## src/rtl/nexys_starship_pkg.sv

```systemverilog
// Shared definitions for the starship damage blocks: FSM encodings,
// LFSR seed/taps and subsystem indices.
package nexys_starship_pkg;

    typedef enum logic [2:0] {
        ST_IDLE = 3'b001,
        ST_RUN  = 3'b010,
        ST_OVER = 3'b100
    } state_e;

    localparam int NUM_SYS = 4;

    localparam logic [1:0] SYS_TOP    = 2'd0;
    localparam logic [1:0] SYS_BOTTOM = 2'd1;
    localparam logic [1:0] SYS_LEFT   = 2'd2;
    localparam logic [1:0] SYS_RIGHT  = 2'd3;

    localparam logic [15:0] LFSR_SEED = 16'hACE1;
    // Taps 16,14,13,11 expressed on the right-shifting register (bits 0,2,3,5).
    localparam logic [15:0] LFSR_TAPS = 16'h002D;

    function automatic logic [15:0] lfsr_next(input logic [15:0] cur);
        return {^(cur & LFSR_TAPS), cur[15:1]};
    endfunction

endpackage

```

## src/rtl/nexys_starship_lfsr16.sv

```systemverilog
// Free-running 16-bit Fibonacci LFSR; the seed is non-zero, so the
// register never reaches the all-zero lock-up state.
module nexys_starship_lfsr16
    import nexys_starship_pkg::*;
(
    input  logic        Clk,
    input  logic        Reset,
    output logic [15:0] lfsr
);

    logic [15:0] lfsr_q;

    always_ff @(posedge Clk) begin
        if (!Reset) begin
            lfsr_q <= LFSR_SEED;
        end else begin
            lfsr_q <= lfsr_next(lfsr_q);
        end
    end

    assign lfsr = lfsr_q;

endmodule

```

## src/rtl/nexys_starship_damage_sched.sv

```systemverilog
// Break/repair scheduler for the four subsystems: random break events,
// repair validation, damage timeout and game-over control.
module nexys_starship_damage_sched
    import nexys_starship_pkg::*;
#(
    parameter int GAP_CYCLES     = 50000000,
    parameter int TIMEOUT_CYCLES = 1000000000,
    parameter int BREAK_THRESH   = 25
) (
    input  logic        Clk,
    input  logic        Reset,
    input  logic        play_flag,
    input  logic        restart,
    input  logic [1:0]  repair_sel,
    input  logic [3:0]  hex_combo,
    input  logic        repair_btn,
    output logic [3:0]  broken,
    output logic [15:0] combo,
    output logic        repair_ok,
    output logic        repair_fail,
    output logic [7:0]  score,
    output logic        gameover_ctrl,
    output logic        q_Idle,
    output logic        q_Run,
    output logic        q_Over
);

    localparam int GAP_W = $clog2(GAP_CYCLES + 1);
    localparam int AGE_W = $clog2(TIMEOUT_CYCLES + 1);
    localparam logic [GAP_W-1:0] GAP_RELOAD = GAP_W'(GAP_CYCLES - 1);
    localparam logic [AGE_W-1:0] AGE_LIMIT  = AGE_W'(TIMEOUT_CYCLES - 1);
    localparam logic [8:0]       THRESH     = 9'(BREAK_THRESH);

    state_e                  state_q;
    logic [NUM_SYS-1:0]      broken_q;
    logic [NUM_SYS-1:0][3:0] combo_q;
    logic [AGE_W-1:0]        age_q [NUM_SYS];
    logic [GAP_W-1:0]        gap_q;
    logic [7:0]              score_q;
    logic                    ok_q;
    logic                    fail_q;

    logic [15:0] lfsr_w;
    logic        lfsr_unused;
    logic        sel_hit;
    logic        rep_ok;
    logic        brk_fire;
    logic [1:0]  brk_idx;
    logic        timeout;

    nexys_starship_lfsr16 u_lfsr (
        .Clk   (Clk),
        .Reset (Reset),
        .lfsr  (lfsr_w)
    );

    assign lfsr_unused = ^lfsr_w[15:14];

    // First free slot scanning start, start+1, ... (mod 4).
    function automatic logic [1:0] pick_slot(input logic [3:0] brk, input logic [1:0] start);
        logic [1:0] idx;
        pick_slot = start;
        for (int k = 3; k >= 0; k--) begin
            idx = start + 2'(k);
            if (!brk[idx]) pick_slot = idx;
        end
    endfunction

    always_comb begin
        sel_hit  = broken_q[repair_sel] && (hex_combo == combo_q[repair_sel]);
        rep_ok   = repair_btn && sel_hit;
        brk_fire = (gap_q == '0) && (broken_q != 4'hF) && ({1'b0, lfsr_w[7:0]} <= THRESH);
        brk_idx  = pick_slot(broken_q, lfsr_w[9:8]);
        timeout  = 1'b0;
        for (int i = 0; i < NUM_SYS; i++) begin
            if (broken_q[i] && (age_q[i] == AGE_LIMIT) && !(rep_ok && (repair_sel == 2'(i)))) begin
                timeout = 1'b1;
            end
        end
    end

    always_ff @(posedge Clk) begin
        if (!Reset) begin
            state_q  <= ST_IDLE;
            broken_q <= '0;
            combo_q  <= '0;
            gap_q    <= '0;
            score_q  <= '0;
            ok_q     <= 1'b0;
            fail_q   <= 1'b0;
            for (int i = 0; i < NUM_SYS; i++) age_q[i] <= '0;
        end else begin
            ok_q   <= 1'b0;
            fail_q <= 1'b0;
            case (state_q)
                ST_IDLE: begin
                    broken_q <= '0;
                    combo_q  <= '0;
                    score_q  <= '0;
                    gap_q    <= '0;
                    for (int i = 0; i < NUM_SYS; i++) age_q[i] <= '0;
                    if (play_flag) begin
                        state_q <= ST_RUN;
                        gap_q   <= GAP_RELOAD;
                    end
                end
                ST_RUN: begin
                    if (gap_q != '0) gap_q <= gap_q - GAP_W'(1);
                    for (int i = 0; i < NUM_SYS; i++) begin
                        if (broken_q[i]) age_q[i] <= age_q[i] + AGE_W'(1);
                    end
                    if (repair_btn) begin
                        if (sel_hit) begin
                            broken_q[repair_sel] <= 1'b0;
                            ok_q                 <= 1'b1;
                            if (score_q != 8'hFF) score_q <= score_q + 8'd1;
                        end else begin
                            fail_q <= 1'b1;
                        end
                    end
                    // brk_idx is never the repaired slot: that slot is still set in broken_q.
                    if (brk_fire) begin
                        broken_q[brk_idx] <= 1'b1;
                        combo_q[brk_idx]  <= lfsr_w[13:10];
                        age_q[brk_idx]    <= '0;
                        gap_q             <= GAP_RELOAD;
                    end
                    if (timeout) state_q <= ST_OVER;
                end
                ST_OVER: begin
                    if (restart) begin
                        state_q  <= ST_IDLE;
                        broken_q <= '0;
                        combo_q  <= '0;
                        score_q  <= '0;
                        gap_q    <= '0;
                        for (int i = 0; i < NUM_SYS; i++) age_q[i] <= '0;
                    end
                end
                default: state_q <= ST_IDLE;
            endcase
        end
    end

    assign broken        = broken_q;
    assign combo         = combo_q;
    assign score         = score_q;
    assign repair_ok     = ok_q;
    assign repair_fail   = fail_q;
    assign q_Idle        = (state_q == ST_IDLE);
    assign q_Run         = (state_q == ST_RUN);
    assign q_Over        = (state_q == ST_OVER);
    assign gameover_ctrl = (state_q == ST_OVER);

endmodule

```

## config.mk

```make
export PLATFORM = sky130hd
export DESIGN_NAME = nexys_starship_damage_sched
export DESIGN_NICKNAME = d
export VERILOG_FILES = /design/src/rtl/nexys_starship_pkg.sv /design/src/rtl/nexys_starship_lfsr16.sv /design/src/rtl/nexys_starship_damage_sched.sv
export SDC_FILE = /design/constraint.sdc
export NUM_CORES = 1
export LEC_CHECK = 0
export ABC_AREA = 1
export BUFFER_PORTS_ARGS = -buffer_cell sky130_fd_sc_hd__buf_2
export CAP_MARGIN = 20
export CORE_MARGIN = 5
export CORE_UTILIZATION = 37
export CTS_BUF_LIST = sky130_fd_sc_hd__clkbuf_8
export DETAILED_ROUTE_END_ITERATION = 16
export GPL_ROUTABILITY_DRIVEN = 1
export PLACE_DENSITY = 0.54
export SETUP_SLACK_MARGIN = 0.15
export SYNTH_ARGS = -nofsm -noshare
export SYNTH_HDL_FRONTEND = slang
export SYNTH_SLANG_ARGS = --single-unit
```

## constraint.sdc

```tcl
create_clock -name Clk -period 4.2 [get_ports Clk]
set_input_delay 0.42 -clock Clk [delete_from_list [all_inputs] [get_ports Clk]]
set_output_delay 0.42 -clock Clk [all_outputs]
set_load 0.005 [all_outputs]
```

==> flow_summary_export.csv <==
group,metric,value,unit
final_layout,n_fill_cell,3088,
pwr,seqPwrFrac,40.7,%
synth,syn_avg_cell_area,6.72,sq um
critical_path,r2r_slack,1110,ps
placement,placed_area,11400,sq um
pwr,power_density,452,nW/um^2
synth,synthTopCellsByArea,"dfxtp_1 36%, nand2_1 12%, nor2_1 9.0%, inv_1 6.6%, a21oi_1 4.0%",
pwr,p_leak,4.27,nW
critical_path,path_max_fanout,20,
synth,yosysWarningCount,0,
timing,worst_pin_slew,920,ps
pwr,combPwrFrac,36.9,%
critical_path,crit_chain,"inv_1 -> nor4_1 -> nor3_1 -> nand3_1 -> nand3_1 -> nand2_1 -> inv_1 -> nand3_1 -> xor2_1 -> nor2_1",
timing,fin_ws,1110,ps
synth,seq_area_frac_synth,36.1,%
clocking,cts_root_buf,"clkbuf_8",
pwr,power.internal,0.00304,W
critical_path,reg2reg_depth,10,
synth,synth_top_cell_area_share,36.1,%
global_routing,grt_remaining_overflow,0,
die,initial_core_util,37.6,%
placement,dp_slack,1110,ps
critical_path,cp.arrival,3470,ps
die,fp.dieW,181,microns
critical_path,start_kind,"flip-flop",
die,core,28800,sq um
synth,synthCells,1608,
flow_run,maxCapViolations,0,
synth,ys_ff_latch,195,
global_routing,antenna_found_initial,0,
placement,dp_cells,2011,
placement,numPortBuffers,44,
critical_path,worst-path-stages,10,
final_layout,area_growth,8.61,%
clocking,post_cts_buffers,0,
global_routing,track_usage,17.7,%
critical_path,r2r_end,"gap_q[10]",
critical_path,slowest_stage,"nand2_1",
global_routing,grt_max_degree,41,
pwr,p_sw,0.00227,W
synth,ys_top_cells_by_count,"340 x nand2_1, 258 x nor2_1, 195 x dfxtp_1",
outcome,outcome,"complete, no violations",
critical_path,cp-endpoint,"gap_q[10]",
pwr,peakVddDrop,0.000229,V
global_routing,grt_pass1_vias,9701,
die,die_h,181,microns
critical_path,critPathBufInv,2,
route,drtPass1Iterations,5,
die,row_count,62,
clocking,clk_latency,470,ps
synth,yosysTopAreaCell,"dfxtp_1",
synth,synth.most_common_cell,"nand2_1",
route,drc,0,
clocking,htree_levels,4,
synth,synth_cell_types,60,
hold_path,hold_class,"primary input to flip-flop",
critical_path,critical-path-max-stage-delay,690,ps
clocking,path_clk_slew,120,ps
final_layout,fin_area,11700,sq um
timing,fmax,323,MHz
final_layout,fin_nets,1666,
timing,relSlewSlack,38.6,%
synth,async_flop_share,0,%
synth,synth_edf_count,0,
clocking,numCtsBuffers,17,
synth,yosys_most_used_dff,"dfxtp_1",
timing,setup_viol,0,
critical_path,critical-path-top-delay-family,"simple AND/OR/NAND/NOR gates",
synth,syn_nets,1628,
critical_path,critPathRequiredTime,4580,ps
timing,finalClockSkew,25.3,ps
timing,rsz0062_at_grt,"false",
global_routing,grt_pass1_wl,48700,microns
critical_path,crit_top_cell,"nand3_1",
placement,globalplace.congestion,0.856,
critical_path,timing.rr.start,"broken[1]",
final_layout,antenna_cells,0,
clocking,clock_sinks,195,
critical_path,startpoint,"broken[1]",
timing,setup_tns,0,ps
clocking,cts_tree,"done",
timing,drv_slew,0,
timing,period_share,73.6,%
route,drt-total-wl,28900,microns
critical_path,critPathCaptureType,"flip-flop",
route,drtAntennaViolNets,0,
die,die_area,32700,sq um
critical_path,crit_type,"flip-flop to flip-flop",
placement,dp_hpwl,21800,microns
route,wl_per_cell,14.2,microns
timing,finalHoldViolCount,0,
clocking,cts_buffer_depth,2,
final_layout,layout.core_utilization,40.8,%
die,io_pins,45,
final_layout,final_layout_size_suffix_gt1_share,9.35,%
synth,syn_area,10800,sq um
route,drt-vias-per-instance,5.02,
final_layout,stdcell_count,2042,
pwr,clock_power_share,22.4,%
clocking,cts_resized,0,
pwr,swShare,42.8,%
route,drt-initial-drc-count,770,
timing,fin_crit,3090,ps
clocking,cts_hold_buffers,0,
route,vias,10300,
==> per-layer routing <==
| metal | up-vias | share of wire, % | global-route usage [%] |
|---|---|---|---|
| li1 | 5333 | - | - |
| met3 | 22 | 3.1 | 2.80 |
| met4 | 0 | 1.2 | 4.02 |
| met1 | 4714 | 52 | 25.7 |
| met5 | - | 0 | 0 |
| met2 | 185 | 43 | 27.8 |
==> how the worst min path moves through the flow <==
stage | startpoint | to | slack (ps) | cells after the start
floorplan | u_lfsr.lfsr[15] | u_lfsr.lfsr[14] | 390 | 2
global placement | u_lfsr.lfsr[15] | u_lfsr.lfsr[14] | 400 | 2
detailed placement | u_lfsr.lfsr[7] | u_lfsr.lfsr[6] | 400 | 2
CTS | repair_btn | repair_fail | 270 | 3
global route | repair_btn | repair_fail | 260 | 3
finish | repair_btn | repair_fail | 290 | 3
==> layout by cell type (no fill, tap or decap), types with 13 or more instances in the layout <==
cell / n
nand2_1: 340
nor2_1: 258
dfxtp_1: 195
inv_1: 190
a21oi_1: 87
nand3_1: 82
o21ai_0: 71
nor3_1: 63
xor2_1: 45
buf_2: 44
nand4_1: 43
nor4_1: 28
clkbuf_8: 18
inv_2: 14
o22ai_1: 14
xnor2_1: 13
==> flip-flops by register name, summed over array words and instances (netlist names) <==
name,count
u_lfsr.lfsr,16
repair_fail,1
combo,16
age_q,120
gap_q,26
state_q,3
repair_ok,1
score,8
broken,4
==> area by class of cell <==
| class | instances | area, sq um | share of cell area (%) |
|---|---|---|---|
| multi-input combinational | 1175 | 5950 | 50.7 |
| sequential | 195 | 3900 | 33.2 |
| inverter | 207 | 777 | 6.62 |
| tap | 384 | 480 | 4.09 |
| timing repair buffer | 50 | 265 | 2.26 |
| clock buffer | 18 | 248 | 2.11 |
| clock inverter | 13 | 118 | 1.00 |
==> kinds of logic after synthesis <==
group	synth area share (%)
xor+xnor	5.10
flops	36.1
fa+ha+maj	1.04
buf+inv	8.85
mux	0.0926
compound gates	11.2
simple gates	37.6
==> metrics by stage <==
step                      power (W)  hold slack (ps)
after detailed placement    0.00416              403
after global placement      0.00416              396
final                       0.00530              293
after CTS                   0.00536              266
after global routing        0.00574              262
after floorplan             0.00368              390
==> power groups by stage <==
| stage | registers (W) | clock network (W) | logic, W |
|---|---|---|---|
| detailed placement | 0.00220 | 0 | 0.00196 |
| global placement | 0.00220 | 0 | 0.00196 |
| global route | 0.00218 | 0.00131 | 0.00225 |
| CTS | 0.00216 | 0.00124 | 0.00197 |
| finish | 0.00216 | 0.00119 | 0.00196 |
| floorplan | 0.00216 | 0 | 0.00152 |
==> worst reg2reg max path: stages, from the launching register on <==
cell	delay (ps)
dfxtp_1	480
inv_1	140
nor4_1	550
nor3_1	120
nand3_1	140
nand3_1	80
nand2_1	690
inv_1	410
nand3_1	180
xor2_1	150
nor2_1	50
Power figures use the tool's default switching activity.
